===== config.mk =====
export PLATFORM = sky130hd
export DESIGN_NAME = datapath_param
export DESIGN_NICKNAME = d
export VERILOG_FILES = /design/src/rtl/datapath_param.sv
export SDC_FILE = /design/constraint.sdc
export NUM_CORES = 1
export LEC_CHECK = 0
export ABC_AREA = 0
export BUFFER_PORTS_ARGS = -buffer_cell sky130_fd_sc_hd__buf_2
export CAP_MARGIN = 20
export CORE_MARGIN = 2
export CORE_UTILIZATION = 30
export CTS_BUF_LIST = sky130_fd_sc_hd__clkbuf_16
export CTS_CLUSTER_DIAMETER = 100
export DETAILED_ROUTE_END_ITERATION = 16
export PLACE_DENSITY_LB_ADDON = 0.3
export SLEW_MARGIN = 20
export SYNTH_ARGS = -nofsm -noshare
export SYNTH_HDL_FRONTEND = slang
export SYNTH_SLANG_ARGS = --single-unit

===== constraint.sdc =====
create_clock -name clk -period 4.32 [get_ports clk]
set_clock_uncertainty 0.1 [all_clocks]
set_input_delay 0.432 -clock clk [delete_from_list [all_inputs] [get_ports clk]]
set_output_delay 0.432 -clock clk [all_outputs]
set_load 0.05 [all_outputs]

===== src/rtl/datapath_param.sv =====
// Parametrised multicycle datapath: PC, IR, MDR, A/B latches, regfile, ALU/ALUOut,
// with an internal sequencer that assembles IWIDTH-bit instructions from WIDTH-bit beats.
module datapath_param #(
   parameter int unsigned WIDTH   = 8,
   parameter int unsigned REGBITS = 3,
   parameter int unsigned IWIDTH  = 32
) (
   input  logic              clk,
   input  logic              reset,
   input  logic [WIDTH-1:0]  memdata,
   input  logic              fetch_start,
   input  logic              alusrca,
   input  logic              memtoreg,
   input  logic              regdst,
   input  logic              iord,
   input  logic              pcen,
   input  logic              regwrite,
   input  logic [1:0]        pcsrc,
   input  logic [1:0]        alusrcb,
   input  logic [2:0]        alucontrol,
   output logic [WIDTH-1:0]  adr,
   output logic [WIDTH-1:0]  writedata,
   output logic [IWIDTH-1:0] instr,
   output logic [WIDTH-1:0]  pcvalue,
   output logic              zero,
   output logic              fetch_done
);
   localparam int unsigned NBEATS = IWIDTH / WIDTH;
   localparam int unsigned NREGS  = 1 << REGBITS;
   localparam int unsigned BEATW  = (NBEATS > 1) ? $clog2(NBEATS) : 1;

   typedef enum logic [1:0] {S_IDLE, S_FETCH, S_DONE} state_t;

   state_t             state;
   logic [BEATW-1:0]   beat;
   logic [WIDTH-1:0]   pc, mdr, a, b, aluout;
   logic [WIDTH-1:0]   rf [NREGS];
   logic [WIDTH-1:0]   srca, srcb, alu_result, imm, wd;
   logic [REGBITS-1:0] rs, rt, rd, wa;
   logic               fetching;

   assign rs       = instr[21 +: REGBITS];
   assign rt       = instr[16 +: REGBITS];
   assign rd       = instr[11 +: REGBITS];
   assign imm      = instr[WIDTH-1:0];
   assign fetching = (state == S_FETCH);
   assign wa       = regdst ? rd : rt;
   assign wd       = memtoreg ? mdr : aluout;

   // ALU operand selection and operation; SLT is an unsigned compare
   always_comb begin
      srca = alusrca ? a : pc;
      case (alusrcb)
         2'd0:    srcb = b;
         2'd1:    srcb = WIDTH'(1);
         2'd2:    srcb = imm;
         default: srcb = {imm[WIDTH-3:0], 2'b00};
      endcase
      case (alucontrol)
         3'b000:  alu_result = srca & srcb;
         3'b001:  alu_result = srca | srcb;
         3'b010:  alu_result = srca + srcb;
         3'b110:  alu_result = srca - srcb;
         3'b111:  alu_result = WIDTH'(srca < srcb);
         default: alu_result = '0;
      endcase
   end

   assign zero      = (alu_result == '0);
   assign adr       = (!fetching && iord) ? aluout : pc;
   assign writedata = b;
   assign pcvalue   = pc;

   always_ff @(posedge clk or negedge reset) begin
      if (!reset) begin
         state      <= S_IDLE;
         beat       <= '0;
         pc         <= '0;
         mdr        <= '0;
         a          <= '0;
         b          <= '0;
         aluout     <= '0;
         instr      <= '0;
         fetch_done <= 1'b0;
         for (int unsigned i = 0; i < NREGS; i++) rf[i] <= '0;
      end else begin
         mdr        <= memdata;
         a          <= rf[rs];
         b          <= rf[rt];
         aluout     <= alu_result;
         fetch_done <= 1'b0;
         case (state)
            S_IDLE: begin
               if (fetch_start) begin
                  state <= S_FETCH;
                  beat  <= '0;
               end
            end
            S_FETCH: begin
               for (int unsigned k = 0; k < NBEATS; k++)
                  if (beat == BEATW'(k)) instr[k*WIDTH +: WIDTH] <= memdata;
               if (beat == BEATW'(NBEATS - 1)) begin
                  state      <= S_DONE;
                  fetch_done <= 1'b1;
               end else begin
                  beat <= beat + BEATW'(1);
               end
            end
            S_DONE:  state <= S_IDLE;
            default: state <= S_IDLE;
         endcase
         // Fetch owns the PC and blocks register writes until it completes
         if (fetching) begin
            pc <= pc + WIDTH'(1);
         end else begin
            if (pcen) begin
               case (pcsrc)
                  2'd0:    pc <= alu_result;
                  2'd1:    pc <= aluout;
                  2'd2:    pc <= {instr[WIDTH-3:0], 2'b00};
                  default: pc <= pc;
               endcase
            end
            if (regwrite && (wa != '0)) rf[wa] <= wd;
         end
      end
   end
endmodule


==> flow_metrics.env, run 1 <==
export IMPL_syn_to_final_growth_pct=16.7
export IMPL_max_freq_mhz=245
export IMPL_peakVddDrop_mv=0.434
export IMPL_postCtsHoldBufs=0
export IMPL_design_area_sq_um=8940
export IMPL_drive_above_1_share=0.309
export IMPL_grt_use_met3=0.0348
export IMPL_critPathMaxFanout=9
export IMPL_io_pins=82
export IMPL_async_reset_ff_frac=1.00
export IMPL_endpoint_kind="output port"
export IMPL_dpl_cell_count=1058
export IMPL_nFillCells=2564
export IMPL_criticalPathCategory="register to output port"
export IMPL_clock_sinks=141
export IMPL_fp_row_count=58
export IMPL_drtAntennaViolNets=0
export IMPL_cp_start_kind="register"
export IMPL_globalRouteTotalUtil=0.164
export IMPL_synth_edf_count=0
export IMPL_place_area_sq_um=8360
export IMPL_rsz0062_at_grt="no"
export IMPL_setup_viol=0
export IMPL_numPortBuffers=81
export IMPL_min_path_type="primary input to asynchronous set/reset pin"
export IMPL_clk_latency_ns=0.43
export IMPL_gp_congestion=0.914
export IMPL_finalCriticalPeriod_ns=4.08
export IMPL_setup_tns_final_ns=0
export IMPL_antenna_found_initial=0
export IMPL_core_area_sq_um=25100
export IMPL_failed_checks="hold timing"
export IMPL_cts_resized=0
export IMPL_syn_inst=682
export IMPL_r2r_start="instr[0]"
export IMPL_ys_flop_type="dfrtp_1"
export IMPL_min_period_over_period=0.945
export IMPL_grt_max_degree=92
export IMPL_antenna_cells=0
export IMPL_top_usage_layer="met2"
export IMPL_use_met1=0.233
export IMPL_total_leakage_power_nw=4.08
export IMPL_hold_violations=13
export IMPL_dr_pass1_iters=5
export IMPL_die_w_um=164
export IMPL_required_ns=3.79
export IMPL_ys_types=61
export IMPL_layout_nets=803
export IMPL_cap_violations=0
export IMPL_slew_headroom=0.357
export IMPL_initial_core_util=0.305
export IMPL_finalPower_mw=7.61
export IMPL_worstMarginPinSlew_ns=0.965
export IMPL_grt_pass1_vias=5459
export IMPL_whs_ns=-0.0396
export IMPL_synth_nets=738
export IMPL_power_density_nw_per_um2=851
export IMPL_outcome="complete, but fails checks"
export IMPL_wl_per_cell_um=19.4
export IMPL_place_detailed_hpwl_um=15500
export IMPL_syn_avg_cell_area_sq_um=11.2
export IMPL_yosys_warnings=0
export IMPL_vias=5533
export IMPL_worst_slack_ns=0.239
export IMPL_finalNonFillerCells=1090
export IMPL_cts_buffers=17
export IMPL_ys_ff_latch=141
export IMPL_htreeDepth=4
export IMPL_use_met2=0.256
export IMPL_ys_seq_area_frac=0.461
export IMPL_dieArea_sq_um=26800
export IMPL_cts_buffer_depth=2
export IMPL_drc=0
export IMPL_viasPerCell=5.08
export IMPL_crit_arrival_ns=3.55
export IMPL_crit_start="instr[0]"
export IMPL_grt_pass1_wl_um=32500
export IMPL_synth_area_sq_um=7660
export IMPL_die_height_um=164
export IMPL_post_cts_buffers=0
export IMPL_drv_slew=0
export IMPL_grt_ovfl_total=0
export IMPL_cts_root_buf="clkbuf_16"
export IMPL_wl_um=21200
export IMPL_cts_tree="built"
export IMPL_first_iter_violations=390
export IMPL_path_clk_slew_ns=0.06
export IMPL_pre_cts_slack_ns=0.412
## final cells by class
| class | instances | area [sq um] | share of cell area |
|---|---|---|---|
| Clock buffer | 17 | 425 | 0.0476 |
| Sequential cell | 141 | 3530 | 0.395 |
| Tap cell | 330 | 413 | 0.0462 |
| Timing Repair Buffer | 89 | 472 | 0.0528 |
| Multi-Input combinational cell | 463 | 3820 | 0.427 |
| Clock inverter | 15 | 149 | 0.0167 |
| Inverter | 35 | 131 | 0.0147 |
## layout by cell type (no fill, tap or decap), drive strengths merged, types with 6 or more instances in the layout
cell type    n
dfrtp      141
buf         89
nand2       84
mux2        71
o21ai       70
inv         38
mux4        32
ha          30
a21oi       23
nor2        19
clkbuf      17
mux2i       16
nand2b      10
nand3       10
a22o         8
clkinv       8
and3         7
a31oi        6
a22oi        6
## cell families (layout without fill, tap and decap cells)
group,Yosys count,count (layout),share of synthesized area
AND/OR/NAND/NOR,158,158,0.0951
AO/OA/AOI/OAI,153,153,0.127
XOR/XNOR,1,1,0.00114
buffers and inverters,78,156,0.0417
flip-flops,141,141,0.461
adder cells (fa/ha/maj),32,32,0.0542
multiplexers,119,119,0.220
## Yosys cell counts, types with 3 or more instances
cell | count | share of area
nand3_1 | 10 | 0.0065
a21o_1 | 3 | 0.0029
inv_1 | 35 | 0.017
nand2b_1 | 10 | 0.0082
nand3b_1 | 3 | 0.0029
nor2_1 | 19 | 0.0093
a22o_1 | 8 | 0.0091
nor3_1 | 5 | 0.0033
mux4_2 | 32 | 0.094
or2_2 | 5 | 0.0041
buf_2 | 6 | 0.0039
a22oi_1 | 6 | 0.0059
ha_1 | 30 | 0.049
mux2_2 | 70 | 0.10
o21ai_0 | 68 | 0.044
mux2i_1 | 16 | 0.021
a31oi_1 | 6 | 0.0049
clkbuf_1 | 32 | 0.016
dfrtp_1 | 141 | 0.46
and3_1 | 7 | 0.0057
o22ai_1 | 4 | 0.0033
nand2_1 | 84 | 0.041
nor2b_1 | 4 | 0.0033
o31ai_1 | 4 | 0.0039
a21oi_1 | 23 | 0.015
## path summary, 6_finish.rpt
path	to	slack (ns)	cells past startpoint
max	zero	0.24	11
min	instr[11]	-0.04	1
max reg2reg	pcvalue[4]	1.26	10
min reg2reg	rf[61]	0.30	0
max in group asynchronous	writedata[3]	3.24	2
min in group clk	mdr[0]	0.09	1
## where the power goes
group          switching (mW)  total [mW]  internal, mW
logic                    2.26        3.70          1.45
clock network           0.585        1.43         0.848
registers               0.631        2.47          1.84
total                    3.47        7.61          4.13
## sequential cells by signal, indices dropped and copies added, names as in the netlist
name        cells
pcvalue         8
rf             64
mdr             8
aluout          8
writedata       8
a               8
state           2
beat            2
instr          32
fetch_done      1
## metrics by stage
step | utilization | hold slack, ns
final | 0.356 | -0.0396
after global routing | 0.356 | 0.0252
after floorplan | - | 0.0364
after detailed placement | 0.333 | 0.283
after global placement | 0.333 | 0.278
after CTS | 0.356 | 0.00688
## metal layers
| metal | routed length (um) | up-vias |
|---|---|---|
| met4 | 210 | 0 |
| met1 | 10100 | 2752 |
| li1 | - | 2603 |
| met2 | 9860 | 155 |
| met3 | 1030 | 23 |
| met5 | 0 | - |
## critical path: stages, from the launching register on
cell	delay (ns)
dfrtp_1	0.48
mux2_2	0.30
a22o_1	0.25
inv_1	0.08
ha_1	0.33
o21ba_2	0.27
o211a_1	0.21
or3_1	0.30
a32o_1	0.27
nand4b_1	0.19
nor4_2	0.15
buf_2	0.30
Power figures use the tool's default switching activity.
==> inputs of run 2 (changes only) <==
--- a/config.mk
+++ b/config.mk
@@ -10,7 +10,6 @@
 export CAP_MARGIN = 20
 export CORE_MARGIN = 2
 export CORE_UTILIZATION = 30
-export CTS_BUF_LIST = sky130_fd_sc_hd__clkbuf_16
 export CTS_CLUSTER_DIAMETER = 100
 export DETAILED_ROUTE_END_ITERATION = 16
 export PLACE_DENSITY_LB_ADDON = 0.3
==> flow_metrics.env, run 2 (synthesis gave the netlist of run 1 again) <==
export IMPL_outcome="complete, but fails checks"
export IMPL_failed_checks="hold timing"
export IMPL_worstMarginPinSlew_ns=0.970
export IMPL_endpoint_kind="output port"
export IMPL_finalNonFillerCells=1090
export IMPL_cts_buffer_depth=2
export IMPL_cap_violations=0
export IMPL_highest_layer="met4"
export IMPL_io_pins=82
export IMPL_die_w_um=164
export IMPL_post_cts_buffers=0
export IMPL_layout_commonest_cell="dfrtp_1"
export IMPL_clk_latency_ns=0.42
export IMPL_globalRouteTotalUtil=0.164
export IMPL_drv_slew=0
export IMPL_largest_reg_flops=64
export IMPL_grt_pass1_vias=5459
export IMPL_drive_above_1_share=0.311
export IMPL_cts_tree="built"
export IMPL_drc=0
export IMPL_die_height_um=164
export IMPL_wl_per_cell_um=19.4
export IMPL_finalCriticalPeriod_ns=4.08
export IMPL_hold_violations=13
export IMPL_criticalPathCategory="register to output port"
export IMPL_largest_register="rf"
export IMPL_syn_to_final_growth_pct=16.8
export IMPL_numPortBuffers=81
export IMPL_peakVddDrop_mv=0.434
export IMPL_slew_headroom=0.354
export IMPL_required_ns=3.79
export IMPL_htreeDepth=4
export IMPL_fp_row_count=58
export IMPL_cts_root_buf="clkbuf_16"
export IMPL_first_iter_violations=379
export IMPL_place_detailed_hpwl_um=15500
export IMPL_dieArea_sq_um=26800
export IMPL_clock_sinks=141
export IMPL_path_clk_slew_ns=0.06
export IMPL_layout_nets=803
export IMPL_wl_met2_um=9910
export IMPL_gp_congestion=0.914
export IMPL_core_area_sq_um=25100
export IMPL_rsz0062_at_grt="no"
export IMPL_r2r_cells=10
export IMPL_power_density_nw_per_um2=853
export IMPL_cp_start_kind="register"
export IMPL_min_path_type="primary input to asynchronous set/reset pin"
export IMPL_wl_um=21200
export IMPL_max_freq_mhz=245
export IMPL_drtAntennaViolNets=0
export IMPL_cts_buffers=17
export IMPL_cts_resized=0
export IMPL_vias=5518
export IMPL_pre_cts_slack_ns=0.412
export IMPL_grt_max_degree=92
export IMPL_grt_ovfl_total=0
export IMPL_wl_met3_um=1010
export IMPL_antenna_cells=0
export IMPL_viasPerCell=5.06
export IMPL_grt_pass1_wl_um=32500
export IMPL_met1Wirelength_um=10100
export IMPL_crit_arrival_ns=3.55
export IMPL_min_period_over_period=0.944
export IMPL_whs_ns=-0.0415
export IMPL_critPathMaxFanout=9
export IMPL_worst_slack_ns=0.241
export IMPL_postCtsHoldBufs=0
export IMPL_antenna_found_initial=0
export IMPL_dr_pass1_iters=5
export IMPL_initial_core_util=0.305
export IMPL_total_leakage_power_nw=4.08
export IMPL_setup_viol=0
export IMPL_dpl_cell_count=1058
export IMPL_layout_common_cells="141 x dfrtp_1, 84 x nand2_1, 80 x buf_2"
export IMPL_largest_registers="rf: 64 flops, instr: 32 flops"
export IMPL_setup_tns_final_ns=0
run 2: final timing paths:
kind	start	endpoint	slack [ns]
worst min register to register	rf[61]	rf[61]	0.30
worst min-delay path	reset	instr[11]	-0.04
worst max-delay path	instr[0]	zero	0.24
worst max register to register	instr[0]	pcvalue[4]	1.26
max in group asynchronous	reset	writedata[3]	3.25
min in group clk	memdata[0]	mdr[0]	0.09
run 2: final cells by class:
| cell class | instances | area, sq um |
|---|---|---|
| Tap cell | 330 | 413 |
| Timing Repair Buffer | 89 | 472 |
| Sequential cell | 141 | 3530 |
| Clock inverter | 13 | 141 |
| Multi-Input combinational cell | 463 | 3820 |
| Inverter | 35 | 131 |
| Clock buffer | 19 | 443 |
| Fill cell | 2563 | 16200 |
run 2: power by group:
| part | switching [mW] | internal [mW] |
|---|---|---|
| registers | 0.632 | 1.84 |
| logic | 2.26 | 1.45 |
| clock network | 0.584 | 0.868 |
run 2: per-layer routing:
metal / GRT usage / vias up
li1: - / 2603
met1: 0.233 / 2747
met2: 0.256 / 149
met3: 0.0348 / 19
met4: 0.0363 / 0
met5: 0 / -
run 2: stage by stage:
step	utilization	instance area [sq um]	hold WS (ns)	power, mW
2_1_floorplan	-	7670	0.0364	5.16
3_3_place_gp	0.333	8360	0.278	6.17
3_5_place_dp	0.333	8360	0.283	6.21
4_1_cts	0.356	8950	0.00688	7.68
5_1_grt	0.356	8950	0.0252	8.09
6_report	0.356	8950	-0.0415	7.63
run 2: worst max-delay path, stage by stage (launching register included):
cell	delay, ns
dfrtp_1	0.47
mux2_2	0.30
a22o_1	0.25
inv_1	0.08
ha_1	0.33
o21ba_2	0.27
o211a_1	0.21
or3_1	0.30
a32o_1	0.27
nand4b_1	0.19
nor4_2	0.15
buf_2	0.30
